## src/rtl/booth_pp_accumulator_if.sv

```systemverilog
// rtl/booth_pp_accumulator_if.sv - partial-product stream and product result bundle
interface booth_pp_accumulator_if #(
    parameter int N = 32
);
    logic             pp_valid;
    logic             pp_ready;
    logic [N+1:0]     pp_data;
    logic             prod_valid;
    logic             prod_ready;
    logic [2*N-1:0]   prod;
    logic             busy;

    // Accumulator side
    modport slave (
        input  pp_valid,
        input  pp_data,
        input  prod_ready,
        output pp_ready,
        output prod_valid,
        output prod,
        output busy
    );

    // Producer / consumer side
    modport master (
        output pp_valid,
        output pp_data,
        output prod_ready,
        input  pp_ready,
        input  prod_valid,
        input  prod,
        input  busy
    );
endinterface

```

## src/rtl/booth_pp_accumulator.sv

```systemverilog
// rtl/booth_pp_accumulator.sv - serial carry-save accumulator for radix-4 Booth partial products
module booth_pp_accumulator #(
    parameter int N = 32
) (
    input  logic                  clk,
    input  logic                  reset,
    booth_pp_accumulator_if.slave bus
);
    localparam int W     = 2 * N;
    localparam int BEATS = N / 2;
    localparam int KW    = (BEATS > 1) ? $clog2(BEATS) : 1;
    localparam logic [KW-1:0] K_LAST = KW'(BEATS - 1);

    typedef enum logic [1:0] {
        ACCUM   = 2'd0,
        RESOLVE = 2'd1,
        DONE    = 2'd2
    } state_t;

    state_t          state;
    logic [W-1:0]    s_q;
    logic [W-1:0]    c_q;
    logic [KW-1:0]   k_q;
    logic [W-1:0]    prod_q;
    logic            prod_valid_q;
    logic            ready_q;

    logic [W-1:0]    x_ext;
    logic [W-1:0]    x_shift;
    logic            beat_fire;

    // Sign-extend the beat and align it to its digit window (2 bits per digit)
    always_comb begin
        x_ext     = W'(signed'(bus.pp_data));
        x_shift   = x_ext << {k_q, 1'b0};
        beat_fire = bus.pp_valid && ready_q;
    end

    // Control FSM with carry-save datapath; ready is registered so it never
    // depends combinationally on the inputs
    always_ff @(posedge clk or negedge reset) begin
        if (!reset) begin
            state        <= ACCUM;
            s_q          <= '0;
            c_q          <= '0;
            k_q          <= '0;
            prod_q       <= '0;
            prod_valid_q <= 1'b0;
            ready_q      <= 1'b0;
        end else begin
            case (state)
                ACCUM: begin
                    ready_q <= 1'b1;
                    if (beat_fire) begin
                        s_q <= s_q ^ c_q ^ x_shift;
                        c_q <= ((s_q & c_q) | (s_q & x_shift) | (c_q & x_shift)) << 1;
                        if (k_q == K_LAST) begin
                            k_q     <= '0;
                            state   <= RESOLVE;
                            ready_q <= 1'b0;
                        end else begin
                            k_q <= k_q + 1'b1;
                        end
                    end
                end
                RESOLVE: begin
                    prod_q       <= s_q + c_q;
                    prod_valid_q <= 1'b1;
                    state        <= DONE;
                end
                DONE: begin
                    if (bus.prod_ready) begin
                        prod_valid_q <= 1'b0;
                        s_q          <= '0;
                        c_q          <= '0;
                        state        <= ACCUM;
                        ready_q      <= 1'b1;
                    end
                end
                default: begin
                    state   <= ACCUM;
                    ready_q <= 1'b0;
                end
            endcase
        end
    end

    assign bus.pp_ready   = ready_q;
    assign bus.prod_valid = prod_valid_q;
    assign bus.prod       = prod_q;
    assign bus.busy       = (k_q != '0) || (state != ACCUM);
endmodule

```

## src/flat_wrapper.sv

```systemverilog
// flat-port wrapper written by rule: the top's interface ports become plain ports
module booth_pp_accumulator_flat 
#(
    parameter int N = 32
)
  (clk, reset, bus_pp_valid, bus_pp_data, bus_prod_ready, bus_pp_ready, bus_prod_valid, bus_prod, bus_busy);
  booth_pp_accumulator_if #(.N(N)) bus_i ();
  input  logic clk;
  input  logic reset;
  input wire logic [$bits(bus_i.pp_valid)-1:0] bus_pp_valid;
  input wire logic [$bits(bus_i.pp_data)-1:0] bus_pp_data;
  input wire logic [$bits(bus_i.prod_ready)-1:0] bus_prod_ready;
  output wire logic [$bits(bus_i.pp_ready)-1:0] bus_pp_ready;
  output wire logic [$bits(bus_i.prod_valid)-1:0] bus_prod_valid;
  output wire logic [$bits(bus_i.prod)-1:0] bus_prod;
  output wire logic [$bits(bus_i.busy)-1:0] bus_busy;
  assign bus_i.pp_valid = bus_pp_valid;
  assign bus_i.pp_data = bus_pp_data;
  assign bus_i.prod_ready = bus_prod_ready;
  assign bus_pp_ready = bus_i.pp_ready;
  assign bus_prod_valid = bus_i.prod_valid;
  assign bus_prod = bus_i.prod;
  assign bus_busy = bus_i.busy;
  booth_pp_accumulator #(.N(N)) u_core (.clk(clk), .reset(reset), .bus(bus_i));
endmodule
```

## config.mk

```make
export PLATFORM = sky130hd
export DESIGN_NAME = booth_pp_accumulator_flat
export DESIGN_NICKNAME = d
export VERILOG_FILES = /design/src/rtl/booth_pp_accumulator_if.sv /design/src/rtl/booth_pp_accumulator.sv /design/src/flat_wrapper.sv
export SDC_FILE = /design/constraint.sdc
export NUM_CORES = 1
export LEC_CHECK = 0
export BUFFER_PORTS_ARGS = -buffer_cell sky130_fd_sc_hd__buf_4
export CORE_AREA = 2 2 170 172
export DETAILED_ROUTE_END_ITERATION = 12
export DIE_AREA = 0 0 172 174
export PLACE_DENSITY = 0.73
export SETUP_SLACK_MARGIN = 0.05
export SYNTH_ARGS = -nofsm -noshare
export SYNTH_HDL_FRONTEND = slang
export SYNTH_SLANG_ARGS = --single-unit
```

## constraint.sdc

```tcl
create_clock -name clk -period 5.5 [get_ports clk]
set_input_delay 0.275 -clock clk [delete_from_list [all_inputs] [get_ports clk]]
set_output_delay 0.275 -clock clk [all_outputs]
set_load 0.02 [all_outputs]
```

==> summary.md <==
| Metric | Value |
|---|---|
| Outcome | `completed` |
| Peak supply drop | `~0.00028 V` |
| Worst-Margin Slew | `1.30 ns` |
| Area share of xor/xnor cells in the synthesized design | `between 3 and 4%` |
| Initial antenna violation count | `0` |
| Min cycle time layout | `between 3 and 4 ns` |
| DR iter-0 viols | `1208` |
| Final period util | `59.9%` |
| Commonest cells in the netlist | `dfrtp_1 (199), nand2_1 (176), a22o_1 (127)` |
| Critical Path RT | `~5.8 ns` |
| #FFs+latches synth | `199` |
| Slowest stage delay, CP | `0.47 ns` |
| Port buffer count | `about 100` |
| Slew Viols, Final | `0` |
| Die W | `roughly 170 microns` |
| IO Count | `~110` |
| RSZ-0062 raised after global routing | `no` |
| EDFF count, synth | `0` |
| Area of the die | `29900 sq um` |
| Post-CTS setup buffers | `0` |
| Hold Path Class | `in -> reg` |
| CTS HTree Levels | `4` |
| # nets final | `~1600` |
| Setup TNS | `0 ns` |
| Crit-path cells | `ha_1, a2111oi_0, o21ai_1, a31oi_2, a211oi_2, a211oi_2, o21ai_2, a21oi_1, xor2_1, o21ai_1` |
| Netlist cell types | `73` |
| Most frequent cell after synthesis | `dfrtp_1` |
| Post-CTS sizing | `0` |
| CP Class | `reg -> reg` |
| Syn avg cell area | `9.63 sq um` |
| # hold bufs at CTS | `1` |
| First-pass GRT wire length | `between 50000 and 60000 microns` |
| CTS Buffer Depth | `2` |
| Mux cell area share after synthesis | `4.84%` |
| CP startpoint kind | `register` |
| Synth Area in Compound Gates | `25.3%` |
| Ys Warns | `0` |
| Clk slew on worst S/H paths | `around 0.07 ns` |
| Largest family of logic cells by synthesized area | `compound AO/OA/AOI/OAI gates` |
| DRT Pass-1 Iters | `6` |
| Total GRT Usage | `between 20% and 30%` |
| Layout cell share with drive strength beyond 1 | `between 10% and 20%` |
| Yosys top cell area share | `a little over a third` |
| Sequential-to-total area share from yosys stat | `a little over a third` |
| Final GP Congestion | `0.944` |
| Final setup violation count | `0` |
| Power Total | `about 11 mW` |
| Leakage | `about 7 nW` |
| CP Max Fanout | `6` |
| Largest net degree at the start of global routing | `between 90 and 100` |
| Syn Nets | `about 1600` |
| Mapped Area | `roughly 14000 sq um` |
| Final HPWL DP | `around 27000 microns` |
| Starting Density | `48.8%` |
| ANT nets after route | `0` |
| CP endpoint kind | `register` |
| Clock Sinks | `199` |
| Top cells by area, synth | `dfrtp_1 (36%), fa_1 (9.1%), a22o_1 (8.1%), ha_1 (5.9%), nand2_1 (4.8%)` |
| Die Span Y | `around 170 microns` |
| Num CTS Buffers | `17` |
| Maxcap violations | `0` |
| Skew final | `0.0121 ns` |
| GR Overflow Total | `0` |
| Adder-cell area share of the yosys netlist | `15.0%` |
| Vias in the first global route | `approximately 11000` |
| Asr flop ratio synth | `100%` |
| Post-synth top flop | `dfrtp_1` |
| CTS Root Cell | `clkbuf_16` |
| Area leader, netlist | `dfrtp_1` |
| Pwr dens | `roughly 700 nW/um^2` |
| Detailed-route via count | `between 10000 and 15000` |
| Core footprint | `about 28000 sq um` |
| Via density per instance | `6.15` |
| WL per Instance | `19.8 microns` |
| DR DRC count | `0` |
| Simple logic cell fraction of the synthesized area | `a little under an eighth` |
| ANT cells | `0` |
| Slowest-stage cell, CP | `a2111oi_0` |
| Fmax | `between 0.3 and 0.4 GHz` |
| P&R area growth vs syn | `11.5%` |
| Total Routed Length | `~37000 microns` |
| Worst Path Arrival | `approximately 3.6 ns` |
| Post-Synthesis Cells | `1432` |
| Skew-Pair Late Insertion Delay | `~0.45 ns` |
| Relative slew slack | `a little over an eighth` |
| CTS tree | `yes` |
| Row count | `62` |
| Final Hold Vio Count | `0` |
[registers in the layout, summed over array words and instances (netlist names)]
signal and flops:
u_core.bus.prod_valid 1, u_core.s_q 64, u_core.c_q 63, u_core.state 2, u_core.bus.prod 64, u_core.bus.pp_ready 1
u_core.k_q 4
[layout make-up]
class	count	area, sq um
fill	2547	12900
timing repair buffer	115	885
clock buffer	19	443
tap	384	480
sequential	199	4980
clock inverter	12	128
inverter	19	71.3
multi-input combinational	1116	8380
[report_power, final]
part	internal, mW	switching, mW
Sequential	2.10	0.671
Combinational	2.77	4.04
Clock	0.652	0.630
Total	5.52	5.34
[metal layers]
metal / global-route usage, % / share of wire, % / vias to the layer above
li1: - / - / 5294
met1: 38.3 / 47 / 5679
met2: 37.6 / 45 / 432
met3: 3.44 / 5.8 / 53
met4: 7.67 / 2.4 / 0
met5: 0 / 0 / -
[stage by stage]
step                area, sq um  hold slack (ns)  util (%)  instances  setup slack (ns)
floorplan                 13800          -0.0206         -       1432              2.70
global placement          14800            0.333      52.4       1832              2.39
detailed placement        14800            0.342      52.4       1832              2.35
CTS                       15400           0.0435      54.4       1864              2.22
global route              15400           0.0594      54.4       1864              1.99
finish                    15400           0.0595      54.4       1864              2.20
[worst max-delay path: cells and delay by family (launching register included)]
family / cells / cell delay [ns]
AOI/OAI and AO/OA: 8 / 2.16
xor gates and xnor gates: 1 / 0.19
adders and majority gates: 1 / 0.39
DFF: 1 / 0.42
[path summary, 6_finish.rpt]
| check | from | end | slack (ns) | cells past startpoint |
|---|---|---|---|---|
| min in group asynchronous | reset | u_core.bus.prod[3] | 0.39 | 2 |
| min reg2reg | u_core.bus.prod[18] | u_core.bus.prod[18] | 0.48 | 2 |
| min | bus_prod_ready | u_core.state[1] | 0.06 | 2 |
| max reg2reg | u_core.c_q[7] | u_core.bus.prod[62] | 2.20 | 10 |
| max in group asynchronous | reset | u_core.bus.prod[43] | 3.79 | 3 |
| max | u_core.c_q[7] | u_core.bus.prod[62] | 2.20 | 10 |
[logic make-up (layout without fill, tap and decap cells)]
group	after synthesis	after routing
fa+ha+maj	128	128
buf+inv	117	165
flops	199	199
xor+xnor	56	56
compound gates	507	507
mux	54	54
simple gates	371	371
[cell usage in the layout, fill, tap and decap left out, types with 32 or more instances in the layout]
| cell | netlist | routed |
|---|---|---|
| dfrtp_1 | 199 | 198 |
| nand2_1 | 176 | 176 |
| a22o_1 | 127 | 127 |
| a21oi_1 | 121 | 121 |
| buf_4 | 1 | 112 |
| o21ai_0 | 107 | 107 |
| nor2_1 | 94 | 94 |
| ha_1 | 65 | 65 |
| fa_1 | 63 | 63 |
| mux2i_1 | 34 | 34 |
| nand4_1 | 32 | 32 |
(Power assumes the default switching activity.)
